### src/rtl/branch_predictor_if.sv
// Fetch-lookup and resolved-branch update bundle shared by the fetch stage and the predictor.
// Optional stats outputs appear only when BP_STATS_EN is defined.
interface branch_predictor_if;
    logic [31:0] fetch_pc;
    logic        pred_taken;
    logic [31:0] pred_target;
    logic        upd_vld;
    logic [31:0] upd_pc;
    logic        upd_taken;
    logic [31:0] upd_target;
    logic        upd_pred_taken;
`ifdef BP_STATS_EN
    logic [31:0] upd_count;
    logic [31:0] mispred_count;

    modport master (
        output fetch_pc, upd_vld, upd_pc, upd_taken, upd_target, upd_pred_taken,
        input  pred_taken, pred_target, upd_count, mispred_count
    );
    modport slave (
        input  fetch_pc, upd_vld, upd_pc, upd_taken, upd_target, upd_pred_taken,
        output pred_taken, pred_target, upd_count, mispred_count
    );
`else
    modport master (
        output fetch_pc, upd_vld, upd_pc, upd_taken, upd_target, upd_pred_taken,
        input  pred_taken, pred_target
    );
    modport slave (
        input  fetch_pc, upd_vld, upd_pc, upd_taken, upd_target, upd_pred_taken,
        output pred_taken, pred_target
    );
`endif
endinterface

### src/rtl/branch_predictor.sv
// Direct-mapped BHT+BTB: 2-bit counter, tag and target per entry; learns from resolved branches.
// Latency: lookup is combinational (same cycle); updates land on the next posedge, no bypass.
// Backpressure: none, an update is accepted every cycle upd_vld is high. BP_STATS_EN adds counters.
module branch_predictor #(
    parameter int ENTRIES = 16,
    parameter int IDX_W   = 4
) (
    input  logic            clk_i,
    input  logic            rst_i,
    branch_predictor_if.slave bp
);
    localparam int TAG_W = 32 - IDX_W - 2;

    typedef struct packed {
        logic             valid;
        logic [TAG_W-1:0] tag;
        logic [1:0]       ctr;
        logic [31:0]      target;
    } entry_t;

    entry_t           table_q [ENTRIES];

    logic [IDX_W-1:0] f_idx;
    logic [TAG_W-1:0] f_tag;
    logic [IDX_W-1:0] u_idx;
    logic [TAG_W-1:0] u_tag;
    entry_t           f_ent;
    entry_t           u_ent;
    logic             f_hit;
    logic             u_hit;
    logic [1:0]       ctr_inc;
    logic [1:0]       ctr_dec;

    assign f_idx = bp.fetch_pc[IDX_W+1:2];
    assign f_tag = bp.fetch_pc[31:IDX_W+2];
    assign u_idx = bp.upd_pc[IDX_W+1:2];
    assign u_tag = bp.upd_pc[31:IDX_W+2];
    assign f_ent = table_q[f_idx];
    assign u_ent = table_q[u_idx];
    assign f_hit = f_ent.valid && (f_ent.tag == f_tag);
    assign u_hit = u_ent.valid && (u_ent.tag == u_tag);

    // Lookup sees the registered table only, so a same-cycle update is not forwarded.
    assign bp.pred_taken  = f_hit && f_ent.ctr[1];
    assign bp.pred_target = (f_hit && f_ent.ctr[1]) ? f_ent.target : bp.fetch_pc + 32'd4;

    assign ctr_inc = (u_ent.ctr == 2'b11) ? 2'b11 : u_ent.ctr + 2'd1;
    assign ctr_dec = (u_ent.ctr == 2'b00) ? 2'b00 : u_ent.ctr - 2'd1;

    always_ff @(posedge clk_i) begin
        if (rst_i) begin
            for (int i = 0; i < ENTRIES; i++) begin
                table_q[i] <= '{valid: 1'b0, tag: '0, ctr: 2'b01, target: 32'h0};
            end
        end else if (bp.upd_vld) begin
            if (u_hit) begin
                if (bp.upd_taken) begin
                    table_q[u_idx].ctr    <= ctr_inc;
                    table_q[u_idx].target <= bp.upd_target;
                end else begin
                    table_q[u_idx].ctr    <= ctr_dec;
                end
            end else if (bp.upd_taken) begin
                // Taken miss evicts whatever alias occupied the slot; not-taken misses never allocate.
                table_q[u_idx] <= '{valid: 1'b1, tag: u_tag, ctr: 2'b10, target: bp.upd_target};
            end
        end
    end

`ifdef BP_STATS_EN
    logic [31:0] upd_count_q;
    logic [31:0] mispred_count_q;

    always_ff @(posedge clk_i) begin
        if (rst_i) begin
            upd_count_q     <= 32'h0;
            mispred_count_q <= 32'h0;
        end else if (bp.upd_vld) begin
            upd_count_q <= upd_count_q + 32'd1;
            if (bp.upd_pred_taken != bp.upd_taken) begin
                mispred_count_q <= mispred_count_q + 32'd1;
            end
        end
    end

    assign bp.upd_count     = upd_count_q;
    assign bp.mispred_count = mispred_count_q;
`endif

endmodule

### src/flat_wrapper.sv
// flat-port wrapper written by rule: the top's interface ports become plain ports
module branch_predictor_flat 
#(
    parameter int ENTRIES = 16,
    parameter int IDX_W   = 4
)
  (clk_i, rst_i, bp_fetch_pc, bp_upd_vld, bp_upd_pc, bp_upd_taken, bp_upd_target, bp_upd_pred_taken, bp_pred_taken, bp_pred_target);
  branch_predictor_if bp_i ();
  input  logic clk_i;
  input  logic rst_i;
  input wire logic [$bits(bp_i.fetch_pc)-1:0] bp_fetch_pc;
  input wire logic [$bits(bp_i.upd_vld)-1:0] bp_upd_vld;
  input wire logic [$bits(bp_i.upd_pc)-1:0] bp_upd_pc;
  input wire logic [$bits(bp_i.upd_taken)-1:0] bp_upd_taken;
  input wire logic [$bits(bp_i.upd_target)-1:0] bp_upd_target;
  input wire logic [$bits(bp_i.upd_pred_taken)-1:0] bp_upd_pred_taken;
  output wire logic [$bits(bp_i.pred_taken)-1:0] bp_pred_taken;
  output wire logic [$bits(bp_i.pred_target)-1:0] bp_pred_target;
  assign bp_i.fetch_pc = bp_fetch_pc;
  assign bp_i.upd_vld = bp_upd_vld;
  assign bp_i.upd_pc = bp_upd_pc;
  assign bp_i.upd_taken = bp_upd_taken;
  assign bp_i.upd_target = bp_upd_target;
  assign bp_i.upd_pred_taken = bp_upd_pred_taken;
  assign bp_pred_taken = bp_i.pred_taken;
  assign bp_pred_target = bp_i.pred_target;
  branch_predictor #(.ENTRIES(ENTRIES), .IDX_W(IDX_W)) u_core (.clk_i(clk_i), .rst_i(rst_i), .bp(bp_i));
endmodule
### config.mk
export PLATFORM = sky130hd
export DESIGN_NAME = branch_predictor_flat
export DESIGN_NICKNAME = d
export VERILOG_FILES = /design/src/rtl/branch_predictor_if.sv /design/src/rtl/branch_predictor.sv /design/src/flat_wrapper.sv
export SDC_FILE = /design/constraint.sdc
export NUM_CORES = 2
export LEC_CHECK = 0
export BUFFER_PORTS_ARGS = -buffer_cell sky130_fd_sc_hd__buf_2
export CAP_MARGIN = 25
export CORE_MARGIN = 3
export CORE_UTILIZATION = 55
export DETAILED_ROUTE_END_ITERATION = 7
export PLACE_DENSITY = 0.72
export SETUP_SLACK_MARGIN = 0.5
export SLEW_MARGIN = 10
export SYNTH_ARGS = -nofsm -noshare
export SYNTH_HDL_FRONTEND = slang
export SYNTH_SLANG_ARGS = --single-unit
### constraint.sdc
create_clock -name clk_i -period 8.6 [get_ports clk_i]
set_clock_uncertainty 0.2 [all_clocks]
set_input_delay 0.86 -clock clk_i [delete_from_list [all_inputs] [get_ports clk_i]]
set_output_delay 0.86 -clock clk_i [all_outputs]
set_load 0.02 [all_outputs]
==> summary.txt <==
hold_buf cts -> 0
met3 GRT Util -> 0.0897
Total Power -> 11.1 mW
Die W -> 306 um
Post-synth EDFFs -> 960
register area share after synthesis -> 0.589
total die area -> 93,700 um2
pin count of the biggest net entering global routing -> 104
synth unique cells -> 62
max incr delay on CP -> 1090 ps
max reg flops -> 976
Async SR Flop Fraction -> 0
fin worst setup slack -> 1780 ps
Synth Area in Adders -> 0.000253
Yosys top cell by area -> edfxtp_1
endpoints failing setup -> 0
Layout Cells excl Fill -> 4,534
crit start category -> input port
Largest regs -> u_core.table_q x976
largest driver fanout on the critical path -> 77
unrepaired setup endpoints after global routing -> false
DPL Wire Length -> 86,100 um
synthesized area -> 49,500 um2
slew margin rel. -> 0.242
vias per inst -> 6.88
first-pass GRT wire length -> 218,000 um
clock slew at reported path FFs -> 60 ps
DR DRC count -> 0
Final period util -> 0.793
Skew-Pair Late Insertion Delay -> 700 ps
MaxCap Viol Count -> 0
Filler cells -> 6,245
Slew Viols, Final -> 0
final hold vios -> 0
pwr/cell area -> 202 nW/um2
WL final -> 152,000 um
Main synth FF type -> edfxtp_1
Critical Path AT -> 5760 ps
Worst Hold Class -> register to register
Buffers on Ports -> 130
grt peak-use layer -> met2
main combinational cell family by area after synthesis -> multiplexers
die height -> 306 um
mux contribution to synthesized area -> 0.197
CTS resizes -> 0
antenna violations before repair -> 25
Pre-antenna DRT Iters -> 5
post-CTS setup buffer count -> 0
clock tree buffer depth -> 3
Total Routing Usage GR -> 0.326
setup TNS -> 0 ps
flop2flop setup slack -> 2980 ps
CTS root buf -> clkbuf_16
CP top delay family -> multiplexers
starting density of the core -> 0.558
CTS buffer count -> 99
hold slack -> 284 ps
post-route ant nets -> 0
met2 Resource Use GR -> 0.501
Highest Clock Rate -> 147 MHz
Post-Place Worst Slack -> 1810 ps
Avg Inst Size Synth -> 15.2 um2
Simple-Gate Fraction of Synth Area -> 0.148
#FFs+latches synth -> 976
CORE AREA -> 88,800 um2
CTS tree -> yes
synth top area cells -> edfxtp_1 58%, mux4_2 16%, and2_1 11%, mux2i_1 1.9%, clkbuf_1 1.7%
Rows -> 109
Leak -> 19.0 nW
Worst EP required -> 7540 ps
TritonCTS sink count -> 976
worst IR drop on VDD -> 0.000178 V
worst-margin pin slew -> 1110 ps
vias in the first global route -> 31,416
Compound-Gate Fraction of Synth Area -> 0.0221
I/O pins -> 134
Area growth, synth to finish -> 11.0%
initial drt markers -> 4,711
Post-Syn Instances -> 3,267
status -> complete, no violations
Post-Syn Nets -> 3,369
Post-Synth XOR/XNOR Area -> 0.0165
GPL Wtd Cong -> 0.909
Ys Warns -> 0
CP max stage cell -> or4_2
H-tree levels -> 3
post-synth top area share -> 0.582
Inst Count DP -> 4,332
Worst Path Buf+Inv -> 3
routed length per instance -> 33.6 um
total global routing overflow -> 0
met1 Use GR -> 0.438
critical path cell sequence -> buf_8 > buf_12 > mux4_2 > mux4_2 > xnor2_1 > nand4_1 > nor3_1 > nand4_1 > or4_2 > mux2_1 > buf_2
Min Clock Period, post-route -> 6820 ps
Setup crit end kind -> output pin
most flop-heavy register -> u_core.table_q
layout cell share with drive strength beyond 1 -> 0.260
kind of critical path -> input port to output pin
Nets -> 3,376
vias post-DR -> 31,187
==> path summary, 6_finish.rpt <==
kind / startpoint / depth (start not counted) / to
setup / recovery: bp_fetch_pc[2] / 11 / bp_pred_target[14]
setup reg to reg: u_core.table_q[11][35] / 11 / u_core.table_q[15][46]
hold / removal: u_core.table_q[11][60] / 1 / u_core.table_q[11][60]
hold reg to reg: u_core.table_q[11][60] / 1 / u_core.table_q[11][60]
==> per-layer routing <==
metal | vias to the layer above | share of wire
met5 | - | 0.00068
met4 | 14 | 0.047
met3 | 427 | 0.13
met2 | 2352 | 0.46
met1 | 15973 | 0.36
li1 | 12421 | -
==> power breakdown <==
part,internal (mW),switching (mW)
Clock,2.47,1.89
Sequential,5.48,0.101
Combinational,0.472,0.703
Total,8.42,2.69
==> area by class of cell <==
class / instances / area [um2] / area share
flip-flops and latches: 976 / 29100 / 0.531
multi-input cells: 1958 / 19400 / 0.353
clock buffers: 136 / 2680 / 0.0487
repair buffers: 230 / 1630 / 0.0297
well taps: 1165 / 1460 / 0.0265
clock inverters: 49 / 584 / 0.0106
inverters: 9 / 33.8 / 0.000615
diodes: 11 / 27.5 / 0.000501
==> cells in the mapped netlist (all sizes together), types with 2 or more instances <==
master	instances
nand2	54
mux2	61
a41o	10
o211ai	2
dfxtp	16
nor2b	13
a31oi	7
and3	10
a31o	11
nor2	52
o2111ai	2
a21oi	10
a211oi	7
nand3	33
a22o	7
a221oi	14
clkinv	4
and2	885
inv	5
xnor2	65
nor3b	11
xor2	28
a22oi	16
buf	100
and4	4
a2111oi	2
o22ai	14
mux2i	96
nand2b	4
a21o	16
nor3	23
or4	2
edfxtp	960
or2	18
nor4b	6
nand4	25
clkbuf	224
o21ai	25
nor4	55
mux4	359
==> metrics by stage <==
| step | cell area, um2 | util |
|---|---|---|
| after global placement | 51400 | 0.579 |
| after floorplan | 49500 | - |
| final | 54900 | 0.619 |
| after CTS | 54800 | 0.617 |
| after detailed placement | 51500 | 0.580 |
| after global routing | 54900 | 0.619 |
==> placed cells by master (no fill, tap or decap), types with 12 or more instances in the layout <==
| cell type | n |
|---|---|
| edfxtp_1 | 960 |
| and2_1 | 884 |
| mux4_2 | 359 |
| buf_2 | 124 |
| clkbuf_16 | 100 |
| mux2i_1 | 96 |
| buf_4 | 90 |
| xnor2_1 | 65 |
| mux2_2 | 55 |
| nor4_1 | 54 |
| nand2_1 | 53 |
| nor2_1 | 35 |
| clkbuf_1 | 32 |
| nand3_1 | 30 |
| xor2_1 | 28 |
| nand4_1 | 25 |
| clkinv_1 | 22 |
| or2_2 | 17 |
| a22oi_1 | 16 |
| nor2_4 | 16 |
| o21ai_4 | 16 |
| a21o_1 | 16 |
| dfxtp_1 | 16 |
| o22ai_1 | 14 |
| a221oi_1 | 14 |
| nor2b_1 | 13 |
| clkinv_2 | 12 |
==> cell families (layout without fill, tap and decap cells) <==
| logic type | count (synthesis) | count (layout) |
|---|---|---|
| xor gates and xnor gates | 93 | 93 |
| DFF | 976 | 976 |
| and+or+nand+nor | 1198 | 1198 |
| muxes | 516 | 516 |
| adders and majority gates | 1 | 1 |
| other | 0 | 11 |
| buffers and inverters | 333 | 424 |
| AOI/OAI and AO/OA | 150 | 150 |
(Power assumes the default switching activity.)
